File: src/rtl/qspi_flash_op_sequencer.sv
// Flash program/erase sequencer: WREN, then the operation, then RDSR polling
// until WIP clears or the poll limit is reached, one engine transaction per step.
module qspi_flash_op_sequencer #(
  parameter int ADDR_WIDTH = 32,
  parameter int POLL_MAX   = 1024,
  parameter int GAP_CYCLES = 16
) (
  input  logic                  clk,
  input  logic                  resetn,
  input  logic                  req_valid,
  output logic                  req_ready,
  input  logic [2:0]            req_op,
  input  logic [ADDR_WIDTH-1:0] req_addr,
  input  logic [31:0]           req_len,
  input  logic                  req_addr4b,
  output logic                  busy,
  output logic                  cmpl_valid,
  output logic [1:0]            cmpl_err,
  output logic [7:0]            cmpl_status,
  output logic                  eng_start,
  input  logic                  eng_done,
  output logic [7:0]            eng_opcode,
  output logic [1:0]            eng_cmd_lanes,
  output logic [1:0]            eng_addr_lanes,
  output logic [1:0]            eng_data_lanes,
  output logic [1:0]            eng_addr_bytes,
  output logic                  eng_dir,
  output logic [31:0]           eng_len,
  output logic [ADDR_WIDTH-1:0] eng_addr,
  input  logic [31:0]           eng_rx_data,
  input  logic                  eng_rx_wen,
  output logic [3:0]            dbg_state
);

  // Request handshake: a request is taken on a clock edge where
  // req_valid & req_ready are both high; req_ready is only ever high in IDLE.

  typedef enum logic [3:0] {
    S_IDLE      = 4'd0,
    S_WREN_GO   = 4'd1,
    S_WREN_WAIT = 4'd2,
    S_OP_GO     = 4'd3,
    S_OP_WAIT   = 4'd4,
    S_GAP       = 4'd5,
    S_POLL_GO   = 4'd6,
    S_POLL_WAIT = 4'd7,
    S_DONE      = 4'd8
  } state_t;

  localparam logic [7:0] OPC_WREN = 8'h06;
  localparam logic [7:0] OPC_PP   = 8'h02;
  localparam logic [7:0] OPC_PP4  = 8'h38;
  localparam logic [7:0] OPC_SE   = 8'h20;
  localparam logic [7:0] OPC_BE   = 8'hD8;
  localparam logic [7:0] OPC_CE   = 8'h60;
  localparam logic [7:0] OPC_RDSR = 8'h05;

  localparam logic [1:0] LANE_X1  = 2'd0;
  localparam logic [1:0] LANE_X4  = 2'd2;
  localparam logic [1:0] AB_NONE  = 2'd0;
  localparam logic [1:0] AB_3     = 2'd1;
  localparam logic [1:0] AB_4     = 2'd2;

  localparam logic [1:0] ERR_OK      = 2'd0;
  localparam logic [1:0] ERR_TIMEOUT = 2'd1;
  localparam logic [1:0] ERR_ILLEGAL = 2'd2;

  localparam int GAP_W = (GAP_CYCLES < 2) ? 1 : $clog2(GAP_CYCLES);
  localparam logic [GAP_W-1:0] GAP_LAST   = GAP_W'(GAP_CYCLES - 1);
  localparam logic [10:0]      POLL_LIMIT = 11'(POLL_MAX);

  state_t                  state;
  logic [2:0]              op_q;
  logic [ADDR_WIDTH-1:0]   addr_q;
  logic [31:0]             len_q;
  logic                    addr4b_q;
  logic [10:0]             poll_cnt;
  logic [GAP_W-1:0]        gap_cnt;

  logic [7:0]              status_now;
  logic [10:0]             poll_next;
  logic [7:0]              op_opcode;
  logic [1:0]              op_data_lanes;
  logic [1:0]              op_addr_bytes;
  logic [31:0]             op_len;
  logic                    rx_unused;

  assign dbg_state = state;
  assign rx_unused = ^eng_rx_data[31:8];

  // A status word arriving with eng_done is the one that decides the poll.
  assign status_now = eng_rx_wen ? eng_rx_data[7:0] : cmpl_status;
  assign poll_next  = (poll_cnt == 11'h7ff) ? poll_cnt : poll_cnt + 11'd1;

  always_comb begin
    op_opcode     = OPC_PP;
    op_data_lanes = LANE_X1;
    op_addr_bytes = addr4b_q ? AB_4 : AB_3;
    op_len        = len_q;
    case (op_q)
      3'd1: begin
        op_opcode     = OPC_PP4;
        op_data_lanes = LANE_X4;
      end
      3'd2: begin
        op_opcode = OPC_SE;
        op_len    = 32'd0;
      end
      3'd3: begin
        op_opcode = OPC_BE;
        op_len    = 32'd0;
      end
      3'd4: begin
        op_opcode     = OPC_CE;
        op_len        = 32'd0;
        op_addr_bytes = AB_NONE;
      end
      default: ;
    endcase
  end

  always_ff @(posedge clk or negedge resetn) begin
    if (!resetn) begin
      state          <= S_IDLE;
      req_ready      <= 1'b1;
      busy           <= 1'b0;
      cmpl_valid     <= 1'b0;
      cmpl_err       <= ERR_OK;
      cmpl_status    <= 8'h00;
      eng_start      <= 1'b0;
      eng_opcode     <= 8'h00;
      eng_cmd_lanes  <= 2'd0;
      eng_addr_lanes <= 2'd0;
      eng_data_lanes <= 2'd0;
      eng_addr_bytes <= 2'd0;
      eng_dir        <= 1'b0;
      eng_len        <= 32'd0;
      eng_addr       <= '0;
      op_q           <= 3'd0;
      addr_q         <= '0;
      len_q          <= 32'd0;
      addr4b_q       <= 1'b0;
      poll_cnt       <= 11'd0;
      gap_cnt        <= '0;
    end else begin
      eng_start  <= 1'b0;
      cmpl_valid <= 1'b0;
      case (state)
        S_IDLE: begin
          req_ready <= 1'b1;
          if (req_valid && req_ready) begin
            op_q      <= req_op;
            addr_q    <= req_addr;
            len_q     <= req_len;
            addr4b_q  <= req_addr4b;
            busy      <= 1'b1;
            req_ready <= 1'b0;
            if (req_op > 3'd4) begin
              cmpl_err <= ERR_ILLEGAL;
              state    <= S_DONE;
            end else begin
              cmpl_err <= ERR_OK;
              state    <= S_WREN_GO;
            end
          end
        end

        S_WREN_GO: begin
          eng_opcode     <= OPC_WREN;
          eng_cmd_lanes  <= LANE_X1;
          eng_addr_lanes <= LANE_X1;
          eng_data_lanes <= LANE_X1;
          eng_addr_bytes <= AB_NONE;
          eng_dir        <= 1'b0;
          eng_len        <= 32'd0;
          eng_addr       <= '0;
          eng_start      <= 1'b1;
          state          <= S_WREN_WAIT;
        end

        S_WREN_WAIT: begin
          if (eng_done) state <= S_OP_GO;
        end

        S_OP_GO: begin
          eng_opcode     <= op_opcode;
          eng_cmd_lanes  <= LANE_X1;
          eng_addr_lanes <= LANE_X1;
          eng_data_lanes <= op_data_lanes;
          eng_addr_bytes <= op_addr_bytes;
          eng_dir        <= 1'b0;
          eng_len        <= op_len;
          eng_addr       <= addr_q;
          eng_start      <= 1'b1;
          state          <= S_OP_WAIT;
        end

        S_OP_WAIT: begin
          if (eng_done) begin
            poll_cnt <= 11'd0;
            gap_cnt  <= '0;
            state    <= S_GAP;
          end
        end

        S_GAP: begin
          if (gap_cnt == GAP_LAST) state <= S_POLL_GO;
          else gap_cnt <= gap_cnt + 1'b1;
        end

        S_POLL_GO: begin
          eng_opcode     <= OPC_RDSR;
          eng_cmd_lanes  <= LANE_X1;
          eng_addr_lanes <= LANE_X1;
          eng_data_lanes <= LANE_X1;
          eng_addr_bytes <= AB_NONE;
          eng_dir        <= 1'b1;
          eng_len        <= 32'd4;
          eng_addr       <= '0;
          eng_start      <= 1'b1;
          state          <= S_POLL_WAIT;
        end

        S_POLL_WAIT: begin
          if (eng_rx_wen) cmpl_status <= eng_rx_data[7:0];
          if (eng_done) begin
            if (!status_now[0]) begin
              cmpl_err <= ERR_OK;
              state    <= S_DONE;
            end else begin
              poll_cnt <= poll_next;
              if (poll_next >= POLL_LIMIT) begin
                cmpl_err <= ERR_TIMEOUT;
                state    <= S_DONE;
              end else begin
                gap_cnt <= '0;
                state   <= S_GAP;
              end
            end
          end
        end

        // req_ready rises one cycle after the completion pulse, from IDLE.
        S_DONE: begin
          cmpl_valid <= 1'b1;
          busy       <= 1'b0;
          state      <= S_IDLE;
        end

        default: state <= S_IDLE;
      endcase
    end
  end

endmodule

File: config.mk
export PLATFORM = sky130hd
export DESIGN_NAME = qspi_flash_op_sequencer
export DESIGN_NICKNAME = d
export VERILOG_FILES = /design/src/rtl/qspi_flash_op_sequencer.sv
export SDC_FILE = /design/constraint.sdc
export NUM_CORES = 1
export LEC_CHECK = 0
export ABC_CLOCK_PERIOD_IN_PS = 2700
export CORE_AREA = 2 2 125 127
export DETAILED_ROUTE_END_ITERATION = 8
export DIE_AREA = 0 0 127 129
export PLACE_DENSITY_LB_ADDON = 0.12
export SLEW_MARGIN = 20
export SYNTH_ARGS = -nofsm -noshare
export SYNTH_HDL_FRONTEND = slang
export SYNTH_SLANG_ARGS = --single-unit
export TNS_END_PERCENT = 100
File: constraint.sdc
create_clock -name clk -period 2.7 [get_ports clk]
set_input_delay 0.27 -clock clk [delete_from_list [all_inputs] [get_ports clk]]
set_output_delay 0.27 -clock clk [all_outputs]
set_load 0.05 [all_outputs]
==> flow_summary.ini, run 1 <==
[worst_setup_path]
worstPathMaxFanout = 17
crit_required_ps = 2430
worstSetupStartpointType = flop
worstPathArrival_ps = 2050
slowest_stage = clkdlybuf4s50_1
crit_type = flop to output port
path_buf_inv = 1
r2r_slack_ps = 550
crit_family = buffers and inverters
crit_path_end_kind = output port
crit_chain = clkdlybuf4s50_1
max_stage_delay_ps = 920

[global_route]
grt_antenna_before_repair = 0
use_met3 = 0.0786
grt_pass1_wl_mm = 26.2
grt_pass1_vias = 5075
use_met1 = 0.271
grt_usage = 0.205
grt_max_degree = 67
grtUsageMet2 = 0.322
gr-max-usage-layer = met2
grt-ovfl-total = 0

[yosys]
synth_xor_area_frac = 0.00246
async_reset_ff_frac = 1.00
synth_flop_cell = dfrtp_1
synth_edf_count = 0
synthSimpleGateAreaFrac = 0.0588
post_synth_num_cell_types = 52
syn-cell-area_sq_um = 7130
synthAdderAreaFrac = 0.00351
synth_top_family_by_area = compound AO/OA/AOI/OAI gates
syn_area_per_cell_sq_um = 13.4
synthMuxAreaShare = 0.138
ys_seq_area_frac = 0.618
synth_compound_area_frac = 0.142
yosys_warnings = 0
ys_seq_elements = 176
netlist_instances = 532

[layout]
final_layout_size_suffix_gt1_frac = 0.170
area_growth_pct = 35.2
antenna_cells = 0
final_common_cell = dfrtp_1
multiInputGateArea_sq_um = 2490
fin_nets = 813
stdcell_count = 907
final_cell_mix = dfrtp_1 (175), clkdlybuf4s50_1 (173), a22o_1 (65)
nFillCells = 1120
seqCellArea_sq_um = 4410
final_util = 0.644

[sta]
hold_viol = 0
grt_setup_unrepaired = false
period_share = 0.858
clock.fmax_mhz = 432
skew_ps = 8.05
relSlewSlack = 0.589
setup_viol = 0
post-route-min-period_ps = 2320
slew_violations = 0
tightest_slew_ps = 610
tns_ps = 0

[detailed_routing]
wire_per_inst_um = 17.8
firstDrtPassIters = 4
route.antenna.remaining_nets = 0
vias_per_cell = 5.49
drc = 0
via_count = 4979
drt_iter0_drc = 311
routed_wirelength_mm = 16.2

[placement]
gp_congestion = 0.818
dp_hpwl_mm = 11.0
dp.cells = 874
portBuffers = 174

[power]
power.share.switching = 0.408
p_int_mw = 7.35
p_seq_frac = 0.355
switchingPower_mw = 5.06
powerDensity_nw_per_um2 = 1290
pwr-share-comb = 0.445
p_leak_nw = 4.23
pwr-share-clk = 0.200
ir_drop_mv = 0.700

[clocking]
post_cts_buffers = 0
clkSinkCount = 176
clock_latency_ps = 430
ctsRootBufferMaster = clkbuf_16
cts_tree = yes
clk_pin_slew_ps = 70
cts_made_buffers = 17
cts.path.max_buffers = 2
h-tree-depth = 4

[floorplanning]
die_y_um = 129
core_sq_um = 15000
ios = 204
start_util = 0.476
die_w_um = 127
num_rows = 45
dieArea_sq_um = 16400

[status]
outcome = completed

[flow_run]
maxCapViolations = 0

[hold_path]
min_path_type = input pin to asynchronous set/reset pin
final cells by class:
| class | count | area share |
|---|---|---|
| Tap cell | 188 | 0.0244 |
| Multi-Input combinational cell | 314 | 0.258 |
| Inverter | 7 | 0.00273 |
| Clock buffer | 19 | 0.0449 |
| Sequential cell | 176 | 0.457 |
| Timing Repair Buffer | 190 | 0.196 |
| Clock inverter | 13 | 0.0169 |
logic make-up (layout without fill, tap and decap cells):
kind of cell / count (synthesis) / count (layout)
xor+xnor: 2 / 2
compound gates: 139 / 139
simple gates: 85 / 85
other cells: 1 / 5
buf+inv: 46 / 229
mux: 81 / 81
fa+ha+maj: 2 / 2
flops: 176 / 176
sequential cells by signal, summed over array words and instances (netlist names):
name and flops:
cmpl_err 2, eng_addr 32, dbg_state 4, eng_dir 1, addr4b_q 1, eng_addr_bytes 2
eng_start 1, cmpl_status 8, gap_cnt 4, poll_cnt 11, eng_data_lanes 1, op_q 3
busy 1, eng_opcode 7, req_ready 1, cmpl_valid 1, addr_q 32, eng_len 32
len_q 32
timing repair:
action                                 in CTS  in global routing
hold buffers                                1                  0
endpoints found under the hold margin      62                  0
resized for setup                           0                  0
cells in the mapped netlist (all sizes together), types with 2 or more instances:
cell type,number,area (sq um)
o31ai,2,15.0
dfrtp,175,4380
or3,2,12.5
nand2,25,93.8
nor4,2,27.5
and2,3,18.8
a211oi,4,35.0
ha,2,25.0
inv,7,26.3
nor2,22,82.6
a21oi,17,85.1
nor2b,4,25.0
clkbuf,16,60.1
nand3,9,45.0
mux2i,4,40.0
nor3,4,20.0
buf,23,178
nand4,2,12.5
nand2b,3,18.8
a22o,65,569
mux2,77,942
o21a,3,22.5
and3,5,31.3
o21ai,31,155
a31oi,5,31.3
per-stage QoR:
step | cell area (sq um) | hold slack [ps] | power, mW | worst slack (ps)
final | 9640 | 401 | 12.4 | 383
after global routing | 9640 | 432 | 13.1 | 281
after CTS | 9640 | 432 | 12.5 | 381
after detailed placement | 9040 | 303 | 10.0 | 437
after global placement | 9040 | 295 | 9.88 | 542
after floorplan | 7150 | -25.6 | 8.18 | 496
path summary, 6_finish.rpt:
| path | startpoint | endpoint | depth (start not counted) |
|---|---|---|---|
| worst min-delay path | resetn | poll_cnt[9]$_DFFE_PN0P_ | 2 |
| worst max-delay path | dbg_state[1]$_DFFE_PN0P_ | dbg_state[1] | 1 |
| min in group clk | req_addr[4] | addr_q[4]$_DFFE_PN0P_ | 2 |
| worst max register to register | dbg_state[1]$_DFFE_PN0P_ | eng_opcode[5]$_DFFE_PN0P_ | 5 |
| worst min register to register | eng_opcode[6]$_DFFE_PN0P_ | eng_opcode[6]$_DFFE_PN0P_ | 2 |
| max in group asynchronous | resetn | req_ready$_DFFE_PN1P_ | 3 |
power by group through the flow:
stage	logic (mW)	clock network, mW	registers [mW]
floorplan	2.11	0	6.07
global placement	5.50	0	4.38
detailed placement	5.56	0	4.44
CTS	5.58	2.53	4.41
global route	5.87	2.66	4.55
finish	5.52	2.48	4.40
per-layer routing:
layer	vias to the layer above	wire [um]
met2	165	7620
li1	2282	-
met4	0	109
met1	2523	7230
met5	-	0
met3	9	1190
No activity file was read; power rests on OpenSTA's default activity.
==> run 2, diff against run 1 <==
--- a/config.mk
+++ b/config.mk
@@ -9,7 +9,7 @@
 export CORE_AREA = 2 2 125 127
 export DETAILED_ROUTE_END_ITERATION = 8
 export DIE_AREA = 0 0 127 129
-export PLACE_DENSITY_LB_ADDON = 0.12
+export PLACE_DENSITY = 0.82
 export SLEW_MARGIN = 20
 export SYNTH_ARGS = -nofsm -noshare
 export SYNTH_HDL_FRONTEND = slang
==> run 2 against run 1 <==
Effect of this change: clock-buffer cell count decreased by 2; clock skew about the same; total power about the same; routed wire length increased by 5.0%; register-to-register slack got worse by 110 ps; combinational power increased by 2%; cell area decreased by 0.14%; critical path type unchanged.
==> flow_summary.ini, run 2 (same netlist as run 1, synthesis figures left out) <==
[layout]
antenna_cells = 0
design_area_sq_um = 9630
final_cell_mix = dfrtp_1 (175), clkdlybuf4s50_1 (173), a22o_1 (65)
fin_nets = 811
final_util = 0.643
final_common_cell = dfrtp_1
nFillCells = 1094
final_layout_size_suffix_gt1_frac = 0.170
area_growth_pct = 35.0

[global_route]
grt-ovfl-total = 0
grt_pass1_vias = 5292
grt_max_degree = 82
grt_antenna_before_repair = 0
grt_pass1_wl_mm = 27.6
grt_usage = 0.215

[detailed_routing]
vias_per_cell = 5.55
drt_iter0_drc = 330
highest_layer = met4
via_count = 5019
wl_met2_mm = 8.51
wire_per_inst_um = 18.7
firstDrtPassIters = 5
dr_wl_met3_mm = 1.26
drc = 0
routed_wirelength_mm = 17.0
drt-met1-wl_mm = 6.92
route.antenna.remaining_nets = 0

[worst_setup_path]
crit_type = flop to output port
crit_required_ps = 2430
worstPathArrival_ps = 2100
worstSetupStartpointType = flop
worstPathMaxFanout = 12
crit_path_end_kind = output port
r2r_slack_ps = 440

[sta]
skew_ps = 8.12
hold_viol = 0
slew_violations = 0
grt_setup_unrepaired = false
setup_viol = 0
tightest_slew_ps = 768
post-route-min-period_ps = 2370
clock.fmax_mhz = 422
relSlewSlack = 0.488
tns_ps = 0
period_share = 0.878

[floorplanning]
core_sq_um = 15000
die_w_um = 127
die_y_um = 129
start_util = 0.476
dieArea_sq_um = 16400
num_rows = 45
ios = 204

[power]
powerDensity_nw_per_um2 = 1290
p_leak_nw = 4.24
ir_drop_mv = 0.729

[placement]
gp_congestion = 0.816
portBuffers = 174
dp_hpwl_mm = 11.6
place_area_sq_um = 9060

[clocking]
post_cts_buffers = 0
clkSinkCount = 176
cts_tree = yes
cts.path.max_buffers = 2
ctsRootBufferMaster = clkbuf_16
h-tree-depth = 4
cts_made_buffers = 17
clk_pin_slew_ps = 70
clock_latency_ps = 420

[hold_path]
min_path_type = input pin to flop

[flow_run]
maxCapViolations = 0

[status]
outcome = completed
==> run 2: cell count changes in the layout (fill, tap and decap cells not counted) <==
cell	change
buf_12	+3
inv_8	+1
inv_6	+3
clkinvlp_4	-4
clkbuf_1	-2
buf_4	-5
clkinv_4	+1
bufinv_16	-2
clkinv_2	+3
==> run 2: worst paths after layout <==
check / startpoint / to / cells after the start
max reg2reg: dbg_state[3]$_DFFE_PN0P_ / poll_cnt[5]$_DFFE_PN0P_ / 5
max in group asynchronous: resetn / req_ready$_DFFE_PN1P_ / 3
min: req_addr[7] / addr_q[7]$_DFFE_PN0P_ / 2
min reg2reg: eng_addr_bytes[0]$_DFFE_PN0P_ / eng_addr_bytes[0]$_DFFE_PN0P_ / 2
min in group asynchronous: resetn / gap_cnt[0]$_DFFE_PN0P_ / 2
max: dbg_state[0]$_DFFE_PN0P_ / dbg_state[0] / 2
==> run 2: timing repair <==
item                                   CTS  global route
endpoints found under the hold margin   79             0
resized for setup                        0             0
hold buffers                             1             0
==> run 2: where the power goes <==
part / total [mW] / internal, mW / switching, mW
combinational: 5.62 / 2.22 / 3.40
clock: 2.34 / 1.28 / 1.05
sequential: 4.44 / 3.71 / 0.728
==> run 2: stage by stage <==
stage	hold slack, ps	cells	setup slack (ps)	power, mW
3_3_place_gp	368	872	539	9.88
5_1_grt	443	905	215	13.0
3_5_place_dp	376	872	483	10.1
4_1_cts	437	905	320	12.5
2_1_floorplan	-25.6	536	496	8.18
6_report	455	905	329	12.4
==> run 2: routing by layer <==
| layer | up-vias | GRT usage |
|---|---|---|
| met5 | - | 0 |
| met4 | 0 | 0.0776 |
| met3 | 18 | 0.0636 |
| met2 | 200 | 0.362 |
| met1 | 2518 | 0.266 |
| li1 | 2283 | - |
==> run 2: area by class of cell <==
type	count	area [sq um]	share of cell area
inverter	7	26.3	0.00273
timing repair buffer	188	1910	0.199
sequential	176	4410	0.458
tap	188	235	0.0244
clock inverter	15	134	0.0139
clock buffer	17	425	0.0442
multi-input combinational	314	2490	0.258
==> run 2: worst max-delay path: stages (launching register included) <==
cell and delay [ps]:
dfrtp_1 580, buf_4 260, clkdlybuf4s50_1 840
